## src/rtl/hrm_control_unit_pkg.sv

```systemverilog
// HRM CPU control unit: opcodes, ALU/R-select codes, states, decode bundle.
// Optional build macro HRM_ILLEGAL_TRAP_EN adds the TRAP state path.
package hrm_control_unit_pkg;

  localparam logic [3:0] OP_INBOX    = 4'h0;
  localparam logic [3:0] OP_OUTBOX   = 4'h1;
  localparam logic [3:0] OP_COPYFROM = 4'h2;
  localparam logic [3:0] OP_COPYTO   = 4'h3;
  localparam logic [3:0] OP_ADD      = 4'h4;
  localparam logic [3:0] OP_SUB      = 4'h5;
  localparam logic [3:0] OP_BUMPUP   = 4'h6;
  localparam logic [3:0] OP_BUMPDN   = 4'h7;
  localparam logic [3:0] OP_JUMP     = 4'h8;
  localparam logic [3:0] OP_JUMPZ    = 4'h9;
  localparam logic [3:0] OP_JUMPN    = 4'hA;
  localparam logic [3:0] OP_HALT     = 4'hF;

  localparam logic [2:0] ALU_ADD = 3'b000;
  localparam logic [2:0] ALU_SUB = 3'b001;
  localparam logic [2:0] ALU_INC = 3'b010;
  localparam logic [2:0] ALU_DEC = 3'b011;
  localparam logic [2:0] FLAG_Z  = 3'b000;
  localparam logic [2:0] FLAG_N  = 3'b100;

  localparam logic [1:0] RSEL_ALU = 2'd0;
  localparam logic [1:0] RSEL_MEM = 2'd1;
  localparam logic [1:0] RSEL_IN  = 2'd2;

  typedef enum logic [3:0] {
    S_FETCH,
    S_OPERAND,
    S_INDIR,
    S_EXEC,
    S_WB,
    S_WAIT_IN,
    S_WAIT_OUT,
    S_HALT,
    S_TRAP
  } state_t;

  typedef struct packed {
    logic       is_inbox;
    logic       is_outbox;
    logic       is_halt;
    logic       has_operand;
    logic       is_mem;
    logic       is_jump;
    logic       is_alu;
    logic       is_bump;
    logic       illegal;
    logic [2:0] alu_ctl;
  } dec_t;

endpackage

```

## src/rtl/hrm_control_unit_if.sv

```systemverilog
// HRM control unit bus: program ROM, data RAM, R/ALU control and I/O queues.
// master = control unit side, slave = datapath / memories side.
interface hrm_control_unit_if #(
  parameter int PC_W   = 8,
  parameter int ADDR_W = 5
);
  logic [7:0]        pmem_data;
  logic [PC_W-1:0]   pc;
  logic [7:0]        mem_rdata;
  logic [ADDR_W-1:0] mem_addr;
  logic              mem_wr;
  logic [2:0]        alu_ctl;
  logic              alu_flag;
  logic              r_ld;
  logic [1:0]        r_sel;
  logic              inbox_valid;
  logic              inbox_rd;
  logic              outbox_ready;
  logic              outbox_wr;
  logic              halted;
  logic              illegal;

  modport master (
    input  pmem_data, mem_rdata, alu_flag,
    input  inbox_valid, outbox_ready,
    output pc, mem_addr, mem_wr, alu_ctl,
    output r_ld, r_sel, inbox_rd, outbox_wr,
    output halted, illegal
  );

  modport slave (
    output pmem_data, mem_rdata, alu_flag,
    output inbox_valid, outbox_ready,
    input  pc, mem_addr, mem_wr, alu_ctl,
    input  r_ld, r_sel, inbox_rd, outbox_wr,
    input  halted, illegal
  );
endinterface

```

## src/rtl/hrm_control_unit_decode.sv

```systemverilog
// HRM opcode decoder: 4-bit op field to instruction class flags and ALU code.
module hrm_control_unit_decode
  import hrm_control_unit_pkg::*;
(
  input  logic [3:0] op,
  output dec_t       dec
);

  always_comb begin
    dec = '0;
    unique case (op)
      OP_INBOX:  dec.is_inbox  = 1'b1;
      OP_OUTBOX: dec.is_outbox = 1'b1;
      OP_HALT:   dec.is_halt   = 1'b1;
      OP_COPYFROM, OP_COPYTO: begin
        dec.has_operand = 1'b1;
        dec.is_mem      = 1'b1;
      end
      OP_ADD, OP_SUB, OP_BUMPUP, OP_BUMPDN: begin
        dec.has_operand = 1'b1;
        dec.is_mem      = 1'b1;
        dec.is_alu      = 1'b1;
        dec.is_bump     = op[1];
        dec.alu_ctl     = {1'b0, op[1:0]};
      end
      OP_JUMP, OP_JUMPZ: begin
        dec.has_operand = 1'b1;
        dec.is_jump     = 1'b1;
        dec.alu_ctl     = FLAG_Z;
      end
      OP_JUMPN: begin
        dec.has_operand = 1'b1;
        dec.is_jump     = 1'b1;
        dec.alu_ctl     = FLAG_N;
      end
      default: dec.illegal = 1'b1;
    endcase
  end

endmodule

```

## src/rtl/hrm_control_unit.sv

```systemverilog
// HRM CPU instruction sequencer (FSM, pc, IR, AR, OPD).
// Build macro HRM_ILLEGAL_TRAP_EN: opcodes B-E trap instead of acting as NOPs.
module hrm_control_unit
  import hrm_control_unit_pkg::*;
#(
  parameter int PC_W   = 8,
  parameter int ADDR_W = 5
) (
  input logic               clk,
  input logic               rst,
  hrm_control_unit_if.master bus
);

`ifdef HRM_ILLEGAL_TRAP_EN
  localparam state_t ILL_NEXT = S_TRAP;
`else
  localparam state_t ILL_NEXT = S_FETCH;
`endif

  state_t            state_q, state_d;
  logic [PC_W-1:0]   pc_q, pc_d;
  logic [7:0]        ir_q, ir_d;
  logic [7:0]        opd_q, opd_d;
  logic [ADDR_W-1:0] ar_q, ar_d;
  logic [7:0]        dec_byte;
  dec_t              dec;
  logic              unused;

  // Decode the incoming byte while fetching, the latched IR afterwards.
  assign dec_byte = (state_q == S_FETCH) ? bus.pmem_data : ir_q;

  hrm_control_unit_decode u_dec (
    .op  (dec_byte[7:4]),
    .dec (dec)
  );

  assign bus.pc       = pc_q;
  assign bus.mem_addr = ar_q;
  assign unused = &{1'b0, dec_byte[3:0], ir_q[2:0], bus.mem_rdata};

  always_ff @(posedge clk) begin
    if (rst) begin
      state_q <= S_FETCH;
      pc_q    <= '0;
      ir_q    <= '0;
      ar_q    <= '0;
      opd_q   <= '0;
    end else begin
      state_q <= state_d;
      pc_q    <= pc_d;
      ir_q    <= ir_d;
      ar_q    <= ar_d;
      opd_q   <= opd_d;
    end
  end

  always_comb begin
    state_d       = state_q;
    pc_d          = pc_q;
    ir_d          = ir_q;
    ar_d          = ar_q;
    opd_d         = opd_q;
    bus.mem_wr    = 1'b0;
    bus.alu_ctl   = 3'b000;
    bus.r_ld      = 1'b0;
    bus.r_sel     = RSEL_ALU;
    bus.inbox_rd  = 1'b0;
    bus.outbox_wr = 1'b0;
    bus.halted    = 1'b0;
    bus.illegal   = 1'b0;
    // Strobes stay quiet in the reset cycle even mid-instruction.
    if (!rst) begin
      unique case (state_q)
        S_FETCH: begin
          ir_d = bus.pmem_data;
          pc_d = pc_q + 1'b1;
          unique case (1'b1)
            dec.is_inbox:    state_d = S_WAIT_IN;
            dec.is_outbox:   state_d = S_WAIT_OUT;
            dec.is_halt:     state_d = S_HALT;
            dec.has_operand: state_d = S_OPERAND;
            default:         state_d = ILL_NEXT;
          endcase
        end
        S_OPERAND: begin
          ar_d    = bus.pmem_data[ADDR_W-1:0];
          opd_d   = bus.pmem_data;
          pc_d    = pc_q + 1'b1;
          state_d = (dec.is_mem && ir_q[3]) ? S_INDIR : S_EXEC;
        end
        S_INDIR: begin
          ar_d    = bus.mem_rdata[ADDR_W-1:0];
          state_d = S_EXEC;
        end
        S_EXEC: begin
          bus.alu_ctl = dec.alu_ctl;
          state_d     = S_FETCH;
          unique case (1'b1)
            dec.is_alu: begin
              bus.r_ld  = 1'b1;
              bus.r_sel = RSEL_ALU;
              if (dec.is_bump) state_d = S_WB;
            end
            dec.is_jump: begin
              if (ir_q[7:4] == OP_JUMP || bus.alu_flag)
                pc_d = PC_W'(opd_q);
            end
            ir_q[7:4] == OP_COPYFROM: begin
              bus.r_ld  = 1'b1;
              bus.r_sel = RSEL_MEM;
            end
            ir_q[7:4] == OP_COPYTO: bus.mem_wr = 1'b1;
            default: ;
          endcase
        end
        S_WB: begin
          bus.mem_wr = 1'b1;
          state_d    = S_FETCH;
        end
        S_WAIT_IN: begin
          if (bus.inbox_valid) begin
            bus.inbox_rd = 1'b1;
            bus.r_ld     = 1'b1;
            bus.r_sel    = RSEL_IN;
            state_d      = S_FETCH;
          end
        end
        S_WAIT_OUT: begin
          if (bus.outbox_ready) begin
            bus.outbox_wr = 1'b1;
            state_d       = S_FETCH;
          end
        end
        S_HALT: bus.halted = 1'b1;
        S_TRAP: begin
          bus.halted = 1'b1;
`ifdef HRM_ILLEGAL_TRAP_EN
          bus.illegal = 1'b1;
`endif
        end
        default: state_d = S_FETCH;
      endcase
    end
  end

endmodule
```

## src/flat_wrapper.sv

```systemverilog
// flat-port wrapper written by rule: the top's interface ports become plain ports
module hrm_control_unit_flat import hrm_control_unit_pkg::*;
#(
  parameter int PC_W   = 8,
  parameter int ADDR_W = 5
)
  (clk, rst, bus_pmem_data, bus_mem_rdata, bus_alu_flag, bus_inbox_valid, bus_outbox_ready, bus_pc, bus_mem_addr, bus_mem_wr, bus_alu_ctl, bus_r_ld, bus_r_sel, bus_inbox_rd, bus_outbox_wr, bus_halted, bus_illegal);
  hrm_control_unit_if #(.PC_W(PC_W), .ADDR_W(ADDR_W)) bus_i ();
  input logic clk;
  input logic rst;
  input wire logic [$bits(bus_i.pmem_data)-1:0] bus_pmem_data;
  input wire logic [$bits(bus_i.mem_rdata)-1:0] bus_mem_rdata;
  input wire logic [$bits(bus_i.alu_flag)-1:0] bus_alu_flag;
  input wire logic [$bits(bus_i.inbox_valid)-1:0] bus_inbox_valid;
  input wire logic [$bits(bus_i.outbox_ready)-1:0] bus_outbox_ready;
  output wire logic [$bits(bus_i.pc)-1:0] bus_pc;
  output wire logic [$bits(bus_i.mem_addr)-1:0] bus_mem_addr;
  output wire logic [$bits(bus_i.mem_wr)-1:0] bus_mem_wr;
  output wire logic [$bits(bus_i.alu_ctl)-1:0] bus_alu_ctl;
  output wire logic [$bits(bus_i.r_ld)-1:0] bus_r_ld;
  output wire logic [$bits(bus_i.r_sel)-1:0] bus_r_sel;
  output wire logic [$bits(bus_i.inbox_rd)-1:0] bus_inbox_rd;
  output wire logic [$bits(bus_i.outbox_wr)-1:0] bus_outbox_wr;
  output wire logic [$bits(bus_i.halted)-1:0] bus_halted;
  output wire logic [$bits(bus_i.illegal)-1:0] bus_illegal;
  assign bus_i.pmem_data = bus_pmem_data;
  assign bus_i.mem_rdata = bus_mem_rdata;
  assign bus_i.alu_flag = bus_alu_flag;
  assign bus_i.inbox_valid = bus_inbox_valid;
  assign bus_i.outbox_ready = bus_outbox_ready;
  assign bus_pc = bus_i.pc;
  assign bus_mem_addr = bus_i.mem_addr;
  assign bus_mem_wr = bus_i.mem_wr;
  assign bus_alu_ctl = bus_i.alu_ctl;
  assign bus_r_ld = bus_i.r_ld;
  assign bus_r_sel = bus_i.r_sel;
  assign bus_inbox_rd = bus_i.inbox_rd;
  assign bus_outbox_wr = bus_i.outbox_wr;
  assign bus_halted = bus_i.halted;
  assign bus_illegal = bus_i.illegal;
  hrm_control_unit #(.PC_W(PC_W), .ADDR_W(ADDR_W)) u_core (.clk(clk), .rst(rst), .bus(bus_i));
endmodule
```

## config.mk

```make
export PLATFORM = sky130hd
export DESIGN_NAME = hrm_control_unit_flat
export DESIGN_NICKNAME = d
export VERILOG_FILES = /design/src/rtl/hrm_control_unit_pkg.sv /design/src/rtl/hrm_control_unit_if.sv /design/src/rtl/hrm_control_unit_decode.sv /design/src/rtl/hrm_control_unit.sv /design/src/flat_wrapper.sv
export SDC_FILE = /design/constraint.sdc
export NUM_CORES = 1
export LEC_CHECK = 0
export BUFFER_PORTS_ARGS = -buffer_cell sky130_fd_sc_hd__buf_2
export CORE_MARGIN = 2
export CORE_UTILIZATION = 47
export DETAILED_ROUTE_END_ITERATION = 12
export GPL_TIMING_DRIVEN = 1
export PLACE_DENSITY_LB_ADDON = 0.05
export SYNTH_ARGS = -nofsm -noshare
export SYNTH_HDL_FRONTEND = slang
export SYNTH_SLANG_ARGS = --single-unit
```

## constraint.sdc

```tcl
create_clock -name clk -period 1.5 [get_ports clk]
set_input_delay 0.3 -clock clk [delete_from_list [all_inputs] [get_ports clk]]
set_output_delay 0.3 -clock clk [all_outputs]
set_load 0.05 [all_outputs]
```

Word-level counts from Yosys, hierarchy flattened
Cells that the tools add are included.

word-level totals
  bits of input ports = 21
  word-level logic and storage cells = 89
  register bits = 33
  output and inout bits = 24

cells by class
  equal/unequal tests = 26
  reduce and logical (&&, ||, !) cells = 15
  add/sub/neg operators = 1
  muxes and demuxes = 40
  bitwise operators = 1

operators by type and width
  cell                                                                   count
  4-bit by 3-bit equality test with 1-bit output, second input constant  8
  4-bit case mux with 7 select lines                                     1
  4-bit by 2-bit equality test with 1-bit output, second input constant  6
  4-bit equality test, second input constant                             6
  8-bit two-way mux                                                      3
  1-bit two-way mux                                                      20
  8-bit case mux with 2 select lines                                     1
  4-bit two-way mux                                                      3
  3-bit case mux with 4 select lines                                     1
  5-bit case mux with 2 select lines                                     1
  3-bit two-way mux                                                      3
  9-bit OR reduction                                                     1
  8-bit by 1-bit adder with 8-bit output, second input constant          1
  4-bit by 1-bit equality test with 1-bit output, second input constant  2
  4-bit logical NOT                                                      2
  2-bit two-way mux                                                      3
  3-bit case mux with 2 select lines                                     1
  3-bit AND reduction                                                    2
  2-bit OR reduction                                                     3
  6-bit OR reduction                                                     1
  2-bit by 1-bit != test with 1-bit output, second input constant        2
  2-bit != test, second input constant                                   2
  1-bit case mux with 2 select lines                                     2
  2-bit case mux with 2 select lines                                     1
  6 further kinds                                                        7

Logic depth before layout (Yosys ltp)
Gate-level depths: netlist of the first run.

  depth in word-level cells = 9
  mapped depth = 6
  mapped depth without buffers = 5

By module
Synthesis of the first run repeated with hierarchy kept, for this count alone.

unflattened totals
  cell total of the unflattened synthesis = 212
  area total of the unflattened synthesis = 1,647.8 µm²

modules (own cells, without submodules)
  module                   cells each  times used  area an instance (µm²)  seq. area each (µm²)
  hrm_control_unit         195         1           1,532.7                 580.6
  hrm_control_unit_decode  17          1           115.1                   0.0

Worst setup path after synthesis of the first run
Ideal clock, no wire load.

  path kind = register to output
  start point = reg u_core.state_q[2]
  end point = out bus_outbox_wr
  required time = 1,200 ps
  path buffers = 2
  arrival = 2,365 ps
  stages on the path, launching flop included = 5
  setup slack = -1,165 ps
  cell sequence = dfxtp_1 -> buf_2 -> inv_2 -> clkbuf_1 -> nor4_1

on the way
  longest elaborated chain between the ends = 3

RTL lines
  item                                            line                    source
  start: declaration                              hrm_control_unit.sv:20  state_t state_q, state_d;
  start signal: assignment                        hrm_control_unit.sv:49  state_q <= state_d;
  4-bit by 3-bit equality test with 1-bit output  hrm_control_unit.sv:73  unique case (state_q)
  1-bit two-way mux                               hrm_control_unit.sv:73
  1-bit two-way mux                               hrm_control_unit.sv:72  if (!rst) begin
  end: declaration                                flat_wrapper.sv:23      output wire logic [$bits(bus_i.outbox_wr)-1:0] bus_outbox_wr;

No other way between the ends.

Worst setup path in the final report of the first run
Ends and elaborated chain as after synthesis.

==> flow_summary.toml, run 1 <==
[route]
wirelength_um = 5172
dr.pass1.iters = 5
route.detailed.drc = 0
vias = 1937
viasPerCell = 5.888
postRouteAntennaNets = 0
drt-initial-drc-count = 167
wire_per_inst_um = 15.72

[synth]
yosys.area.top_type_share = 0.3437
synth_ff_type = "dfxtp_1"
avgSynthCellArea_um2 = 7.893
ys_ff_latch = 29
yosys.area.top_type = "dfxtp_1"
synthTopCellsByArea = "dfxtp_1, a21oi_1, nor2_1"
ys_warn_count = 0
synth-edff-count = 0
synth.distinct_cells = 57
synthArstFlopShare = 0
ys_seq_area_frac = 0.3437
syn_inst = 214
synthesis.area_um2 = 1689
syn_nets = 236

[setup_path]
critPathKind = "register to primary output"
path_cells = "buf_4, inv_2, buf_12, nor4_4, buf_6"
cp-start-kind = "register"
path_buf_inv = 4
cp.arrival_ps = 1620
end_kind = "primary output"
cp_max_fo = 13
path_delay_family = "buffers and inverters"
cp_slowest_stage_delay_ps = 390
cpMaxStageDelayCell = "dfxtp_2"
cp.required_ps = 1200

[final_layout]
final_nets = 304
layout-drive-gt1-share = 0.4594
fillCellCount = 274
n_antenna_cell = 0
ff_latch_area_um2 = 601.8
area_growth_pct = 46.44
multi_input_area_um2 = 1155
post-route-cell-area_um2 = 2474

[place]
pre_cts_slack_ps = -143.2
place_area_um2 = 2257
hpwlAfterDp_um = 3854
io_buffers = 40
gp_congestion = 0.9231

[clocking]
cts.htree.levels = 2
cts.sinks = 29
cts.clk_slew.worst_paths_ps = 100
cts_buffer_depth = 2
cts_buffers = 5
clock_latency_ps = 340
cts_tree = "built"
ctsRootBufferMaster = "clkbuf_4"

[floorplan]
pin_count = 45
die_area_um2 = 4090
start_util = 0.4983
fp.dieW_um = 63.95
rows = 21
die_h_um = 63.95
core_um2 = 3390

[status]
violations = "negative setup slack"
status = "finished with violations"

[sta]
rsz0062_at_grt = "yes"
setup_viol = 17
clock_skew_ps = 7.268
min_period_over_period = 1.278
drv_slew = 0
fin_crit_ps = 1917
worst_slack_ps = -416.7
tns_ps = -4189
hold_violations = 0
clock.fmax_ghz = 0.5217

[grt]
grt.overflow.total = 0
globalRouteTotalUtil = 0.2712
grt_pass1_wl_um = 8721
grt_max_degree = 16
grt_pass1_vias = 1913
antenna_found_initial = 0

[worst_hold_path]
hp-class = "input pin to register"

[power]
power_leakage_uw = 0.001017
ir_drop_v = 0.0008792
powerDensity_nw_per_um2 = 1476

[job]
cap_violations = 0
routing by layer:
| layer | GRT usage | vias up | wire (um) |
|---|---|---|---|
| met2 | 0.4609 | 78 | 2637 |
| met3 | 0.07042 | 18 | 328 |
| met1 | 0.3160 | 913 | 2096 |
| met4 | 0.1277 | 0 | 109 |
| li1 | - | 928 | - |
| met5 | 0 | - | 0 |
through the flow:
stage | hold WS [ps] | total power [uW] | util | cells
3_3_place_gp | 465.3 | 2900 | 0.6659 | 316
5_1_grt | 209.1 | 3899 | 0.7298 | 329
6_report | 219.7 | 3652 | 0.7298 | 329
4_1_cts | 212.8 | 3568 | 0.7191 | 328
3_5_place_dp | 472.4 | 2962 | 0.6659 | 316
2_1_floorplan | 436.0 | 2442 | - | 214
final cells by class:
| type | count | share of cell area |
|---|---|---|
| repair buffers | 77 | 0.2271 |
| multi-input cells | 159 | 0.4669 |
| clock buffers | 5 | 0.01517 |
| well taps | 46 | 0.02327 |
| flip-flops and latches | 29 | 0.2433 |
| inverters | 10 | 0.01720 |
| clock inverters | 3 | 0.007081 |
cell usage in the layout, fill, tap and decap left out, drive strengths merged, types with 3 or more instances in the layout:
cell	instances
a211oi	7
buf	77
clkbuf	5
nor4	3
a21oi	20
clkinv	3
nor2	23
mux2i	4
o21ai	15
nand2	19
dfxtp	29
inv	9
a2111oi	3
o22ai	7
nor3	10
nand2b	4
nand3	6
Yosys cell counts, types with 2 or more instances:
library cell  number
nor2_1            22
a211oi_1           7
inv_1              8
nand3b_1           2
dfxtp_1           29
nor4_1             3
o211ai_1           2
mux2i_1            4
o2111ai_1          2
nand3_1            6
nor3_1             9
o32ai_1            2
a2111oi_0          2
and2_1             2
buf_6              2
nand2_1           19
clkbuf_1           7
a21oi_1           19
o22ai_1            7
a32oi_1            2
o21ai_0           14
buf_2              5
buf_4              2
nand2b_1           4
repair_timing:
| action | in CTS | in global routing |
|---|---|---|
| gates cloned | 0 | 0 |
| hold buffers | 0 | 0 |
| gates resized for setup | 31 | 7 |
| buffers inserted | 4 | 1 |
| setup endpoints to repair | 23 | 20 |
| pin swaps | 3 | 2 |
tightest hold or removal path, stage by stage:
cell and delay, ps:
buf_2 100, nand2_1 50, a21oi_1 50
report_power, final:
group          internal [uW]  switching (uW)  leakage, uW
Clock                    176             296    0.0000310
Sequential               985             171     0.000243
Combinational            802            1220     0.000743
logic make-up (layout without fill, tap and decap cells):
| kind of cell | after synthesis | in the layout | share of synthesized area |
|---|---|---|---|
| buf+inv | 26 | 95 | 0.07481 |
| mux | 4 | 4 | 0.02370 |
| simple gates | 78 | 78 | 0.2393 |
| fa+ha+maj | 1 | 1 | 0.007406 |
| compound gates | 74 | 74 | 0.3037 |
| other cells | 1 | 1 | 0.002220 |
| flops | 29 | 29 | 0.3437 |
| xor+xnor | 1 | 1 | 0.005186 |
path summary, 6_finish.rpt:
| kind | from | endpoint | slack (ps) | cells past startpoint |
|---|---|---|---|---|
| worst min-delay path | bus_pmem_data[2] | u_core.opd_q[2] | 220 | 3 |
| worst max register to register | u_core.state_q[2] | u_core.bus.pc[2] | -140 | 6 |
| worst min register to register | u_core.opd_q[0] | u_core.opd_q[0] | 480 | 2 |
| worst max-delay path | u_core.state_q[2] | bus_outbox_wr | -420 | 5 |
registers in the layout, indices dropped and copies added, names as in the netlist:
register             flops
u_core.bus.pc            8
u_core.ir_q              5
u_core.state_q           3
u_core.opd_q             8
u_core.bus.mem_addr      5
Power figures use the tool's default switching activity.
==> run 2: changes to the inputs <==
--- a/config.mk
+++ b/config.mk
@@ -13,4 +13,6 @@
 export PLACE_DENSITY_LB_ADDON = 0.05
 export SYNTH_ARGS = -nofsm -noshare
 export SYNTH_HDL_FRONTEND = slang
+export SYNTH_HIERARCHICAL = 1
 export SYNTH_SLANG_ARGS = --single-unit
+export TNS_END_PERCENT = 30
==> run 2 against run 1 <==
The run still ends with negative setup slack left; setup slack got worse by 480 ps; die area is 2.9% lower; critical path depth up 2; final cell count is the same; total power rose by 40%; critical path type is now register to register; routed wire length fell by 6.1%; register-to-register slack got worse by 760 ps; synthesized cell count is 1.4% lower.
==> flow_summary.toml, run 2 <==
[status]
status = "finished with violations"
violations = "negative setup slack"

[floorplan]
fp.dieW_um = 63.03
die_area_um2 = 3973
die_h_um = 63.03
core_um2 = 3337
pin_count = 45
rows = 21
start_util = 0.4908

[place]
gp_congestion = 0.8079
place_area_um2 = 2103
hpwlAfterDp_um = 3113
io_buffers = 40
pre_cts_slack_ps = -656.6

[clocking]
ctsHoldBuffers = 0
cts.htree.levels = 2
cts_tree = "built"
clock_latency_ps = 330
cts.sinks = 29
ctsRootBufferMaster = "clkbuf_4"
cts_buffer_depth = 2
cts_buffers = 5
cts.clk_slew.worst_paths_ps = 100

[final_layout]
final_cell_mix = "buf_4, nand2_1, buf_2, dfxtp_1, a21oi_1"
final_nets = 304
n_antenna_cell = 0
fillCellCount = 277
final_util = 0.7244
post-route-cell-area_um2 = 2417
area_growth_pct = 47.59
layout-drive-gt1-share = 0.4276

[route]
viasPerCell = 5.578
vias = 1835
postRouteAntennaNets = 0
drt-initial-drc-count = 124
wire_per_inst_um = 14.77
dr.pass1.iters = 4
route.detailed.drc = 0
wirelength_um = 4858

[synth]
syn_inst = 211
ys_warn_count = 6
syn_nets = 233
synthesis.area_um2 = 1638
avgSynthCellArea_um2 = 7.762

[setup_path]
cp_slowest_stage_delay_ps = 550
critPathKind = "register to register"
r2r_cells = 7
path_common_cell = "buf_6"
path_delay_family = "simple AND/OR/NAND/NOR gates"
cp.arrival_ps = 2610
path_buf_inv = 2
cp.required_ps = 1700
cp-start-kind = "register"
timing.rr.end = "u_core/state_q[1]"
path_cells = "nor3_4, buf_6, mux2_4, buf_6, nor4b_1, nor4_1, a2111oi_0"
reg2reg_from = "u_core/state_q[2]"
r2r_slack_ps = -900
end_kind = "register"
cp_max_fo = 6
cpMaxStageDelayCell = "nor4b_1"

[sta]
clock_skew_ps = 9.956
setup_viol = 21
rsz0062_at_grt = "yes"
tns_ps = -13210
clock.fmax_ghz = 0.4164
worst_slack_ps = -901.5
drv_slew = 0
fin_crit_ps = 2402
maxSlewHeadroom = 0.5931
min_period_over_period = 1.601
hold_violations = 0
worst_pin_slew_ps = 601.9

[power]
power.total_uw = 5101
powerDensity_nw_per_um2 = 2110
power_leakage_uw = 0.001056
ir_drop_v = 0.001231

[grt]
grt_pass1_wl_um = 7452
grt.overflow.total = 0
antenna_found_initial = 0
grt_pass1_vias = 1678
globalRouteTotalUtil = 0.2333
grt_max_degree = 22

[worst_hold_path]
min_from = "bus_mem_rdata[0]"
hp-class = "input pin to register"
hold_depth = 3
hold_path_end = "u_core/bus.mem_addr[0]"

[job]
cap_violations = 0
-- run 2: tightest hold or removal path, stage by stage --
cell     delay, ps
buf_2          100
nand2_1         50
a31oi_1         70
-- run 2: metrics by stage --
step,hold slack [ps],instances
2_1_floorplan,430.9,211
6_report,235.4,329
3_3_place_gp,448.8,314
4_1_cts,231.6,327
5_1_grt,221.1,329
3_5_place_dp,453.8,314
-- run 2: worst max path at each step --
stage / from / end / slack, ps / depth (start not counted)
floorplan: u_core/state_q[1] / u_core/bus.pc[0] / -630 / 10
global placement: u_core/state_q[2] / u_core/bus.pc[4] / -570 / 10
detailed placement: u_core/state_q[2] / u_core/bus.pc[2] / -660 / 10
CTS: u_core/state_q[2] / bus_alu_ctl[2] / -770 / 7
global route: u_core/state_q[2] / u_core/state_q[1] / -950 / 7
finish: u_core/state_q[2] / u_core/state_q[1] / -900 / 7
-- run 2: area by class of cell --
class | instances | area, um^2 | area share
multi-input cells | 164 | 1094 | 0.4524
flip-flops and latches | 29 | 581.8 | 0.2407
inverters | 3 | 11.26 | 0.004658
well taps | 46 | 57.56 | 0.02381
repair buffers | 79 | 570.5 | 0.2360
clock inverters | 3 | 65.06 | 0.02692
clock buffers | 5 | 37.54 | 0.01553
-- run 2: routing by layer --
metal  GRT usage  vias up  part of all wire
met1      0.3041      861              0.42
met5           0        -                 0
met3     0.05225       14             0.069
li1            -      888                 -
met2      0.3790       72              0.48
met4     0.08056        0             0.022
-- run 2: power by group --
part | total, uW | internal [uW] | leakage, uW | switching [uW]
clock | 801 | 516 | 0.0000552 | 285
sequential | 1140 | 986 | 0.000238 | 152
combinational | 3160 | 1460 | 0.000763 | 1700
total | 5100 | 2960 | 0.00106 | 2140
-- run 2: timing repair --
item                                    CTS  global route
gates resized for setup                  31            14
endpoints found under the setup margin   21            33
cloned                                    0             0
pin swaps                                11             0
buffers inserted                          5             2
==> run 3: changes to the inputs <==
--- a/config.mk
+++ b/config.mk
@@ -6,7 +6,7 @@
 export NUM_CORES = 1
 export LEC_CHECK = 0
 export BUFFER_PORTS_ARGS = -buffer_cell sky130_fd_sc_hd__buf_2
-export CORE_MARGIN = 2
+export CORE_MARGIN = 8
 export CORE_UTILIZATION = 47
 export DETAILED_ROUTE_END_ITERATION = 12
 export GPL_TIMING_DRIVEN = 1
==> run 3 against run 2 <==
The run still ends with negative setup slack left; global-route usage decreased by 4.3 points; setup slack improved by 140 ps; die area increased by 42%; first-iteration DRC count increased by 37%; non-clock buffer count increased by 1; clock skew increased by 0.99 ps; utilization increased by 0.49 points; clock power decreased by 41%; critical path type is now register to primary output; largest power group unchanged.
==> flow_summary.toml, run 3 (synthesis gave the netlist of run 2 again) <==
[power]
ir_drop_v = 0.001337
power.total_uw = 4891
powerDensity_nw_per_um2 = 2010
power_leakage_uw = 0.001047

[place]
io_buffers = 40
gp_congestion = 0.8071
hpwlAfterDp_um = 3366

[sta]
clock.fmax_ghz = 0.4421
worst_slack_ps = -761.9
min_period_over_period = 1.508
hold_violations = 0
fin_crit_ps = 2262
hold_ws_ps = 231.2
clock_skew_ps = 10.95
rsz0062_at_grt = "yes"
drv_slew = 0
tns_ps = -12020
setup_viol = 21

[final_layout]
final_nets = 305
final_cell_mix = "nand2_1, buf_2, buf_4, dfxtp_1, a21oi_1"
layout-drive-gt1-share = 0.4331
area_growth_pct = 48.59
fillCellCount = 271
n_antenna_cell = 0
final_util = 0.7293
final_common_cell = "nand2_1"

[grt]
globalRouteTotalUtil = 0.1906
antenna_found_initial = 0
grt_pass1_wl_um = 8355
grt_max_degree = 25
grt.overflow.total = 0
grt_pass1_vias = 1854

[clocking]
cts.sinks = 29
cts_buffers = 5
cts_buffer_depth = 2
cts_tree = "built"
ctsHoldBuffers = 0
ctsRootBufferMaster = "clkbuf_4"
clock_latency_ps = 330
cts.htree.levels = 2
cts.clk_slew.worst_paths_ps = 100

[worst_hold_path]
min_from = "bus_mem_rdata[0]"
hold_depth = 3
hp-class = "input pin to register"
hold_path_end = "u_core/bus.mem_addr[0]"

[setup_path]
cp-start-kind = "register"
cp_max_fo = 6
cpMaxStageDelayCell = "dfxtp_2"
path_common_cell = "and2_4"
r2r_cells = 11
r2r_slack_ps = -710
timing.rr.end = "u_core/bus.pc[4]"
cp.arrival_ps = 1960
cp_slowest_stage_delay_ps = 350
crit_start = "u_core/state_q[0]"
critPathKind = "register to primary output"
path_cells = "nor3_4, buf_6, mux2_4, nor2b_4, and2_4, and2_4, buf_8"
cp.required_ps = 1200
reg2reg_from = "u_core/state_q[0]"
end_kind = "primary output"

[route]
wire_per_inst_um = 15.20
viasPerCell = 5.579
vias = 1841
wirelength_um = 5016
route.detailed.drc = 0
postRouteAntennaNets = 0
drt-initial-drc-count = 170
dr.pass1.iters = 4

[floorplan]
fp.dieW_um = 75.03
core_um2 = 3337
die_area_um2 = 5630
pin_count = 45
start_util = 0.4908
die_h_um = 75.03
rows = 21

[status]
status = "finished with violations"
violations = "negative setup slack"

[job]
cap_violations = 0
[run 3: cell types whose count changed in the layout (fill, tap and decap cells not counted), moves of 2 or more]
cell,previous run,this run
o21ai_1,4,2
a21oi_2,3,1
buf_4,37,30
and2_4,3,5
dfxtp_1,28,26
bufinv_16,2,0
buf_6,10,16
buf_8,2,4
o21ai_2,2,4
a21oi_1,15,17
[run 3: cell type report]
cell class | instances | area (um^2) | share of cell area
flip-flops and latches | 29 | 586.8 | 0.2411
clock inverters | 3 | 17.52 | 0.007198
repair buffers | 80 | 615.6 | 0.2530
clock buffers | 5 | 37.54 | 0.01542
well taps | 46 | 57.56 | 0.02365
multi-input cells | 164 | 1107 | 0.4550
inverters | 3 | 11.26 | 0.004627
[run 3: worst max-delay path by stage]
stage / depth (start not counted) / end
3_3_place_gp: 10 / u_core/bus.pc[4]
6_report: 7 / bus_alu_ctl[1]
5_1_grt: 7 / bus_alu_ctl[2]
2_1_floorplan: 10 / u_core/bus.pc[0]
3_5_place_dp: 10 / u_core/bus.pc[4]
4_1_cts: 7 / bus_alu_ctl[2]
[run 3: timing repair]
item,in CTS,in global routing
resized for setup,52,9
endpoints found under the hold margin,0,0
buffers inserted,7,2
gates cloned,0,0
pin swaps,15,3
setup endpoints to repair,21,22
[run 3: per-layer routing]
metal  vias to the layer above  routed length, um  GRT usage  part of all wire
li1                        899                  -          -                 -
met1                       865               2316     0.2368              0.46
met2                        67               2301     0.3052              0.46
met3                        10                294    0.04261             0.059
met4                         0                103    0.08478             0.021
met5                         -                  0          0                 0
[run 3: where the power goes]
part / internal (uW) / switching [uW] / total (uW)
sequential: 996 / 166 / 1160
combinational: 1530 / 1730 / 3260
clock: 176 / 293 / 469
[run 3: per-stage QoR]
| step | std cells | instance area [um^2] | setup WS [ps] |
|---|---|---|---|
| finish | 330 | 2434 | -761.9 |
| detailed placement | 313 | 2096 | -628.7 |
| floorplan | 211 | 1689 | -626.3 |
| global placement | 313 | 2096 | -577.8 |
| CTS | 328 | 2382 | -754.8 |
| global route | 330 | 2434 | -822.5 |
[run 3: critical path: cells and delay by family (launching register included)]
| kind | cells | cell delay [ps] |
|---|---|---|
| buffers and inverters | 2 | 300 |
| and+or+nand+nor | 4 | 640 |
| DFF | 1 | 350 |
| muxes | 1 | 340 |
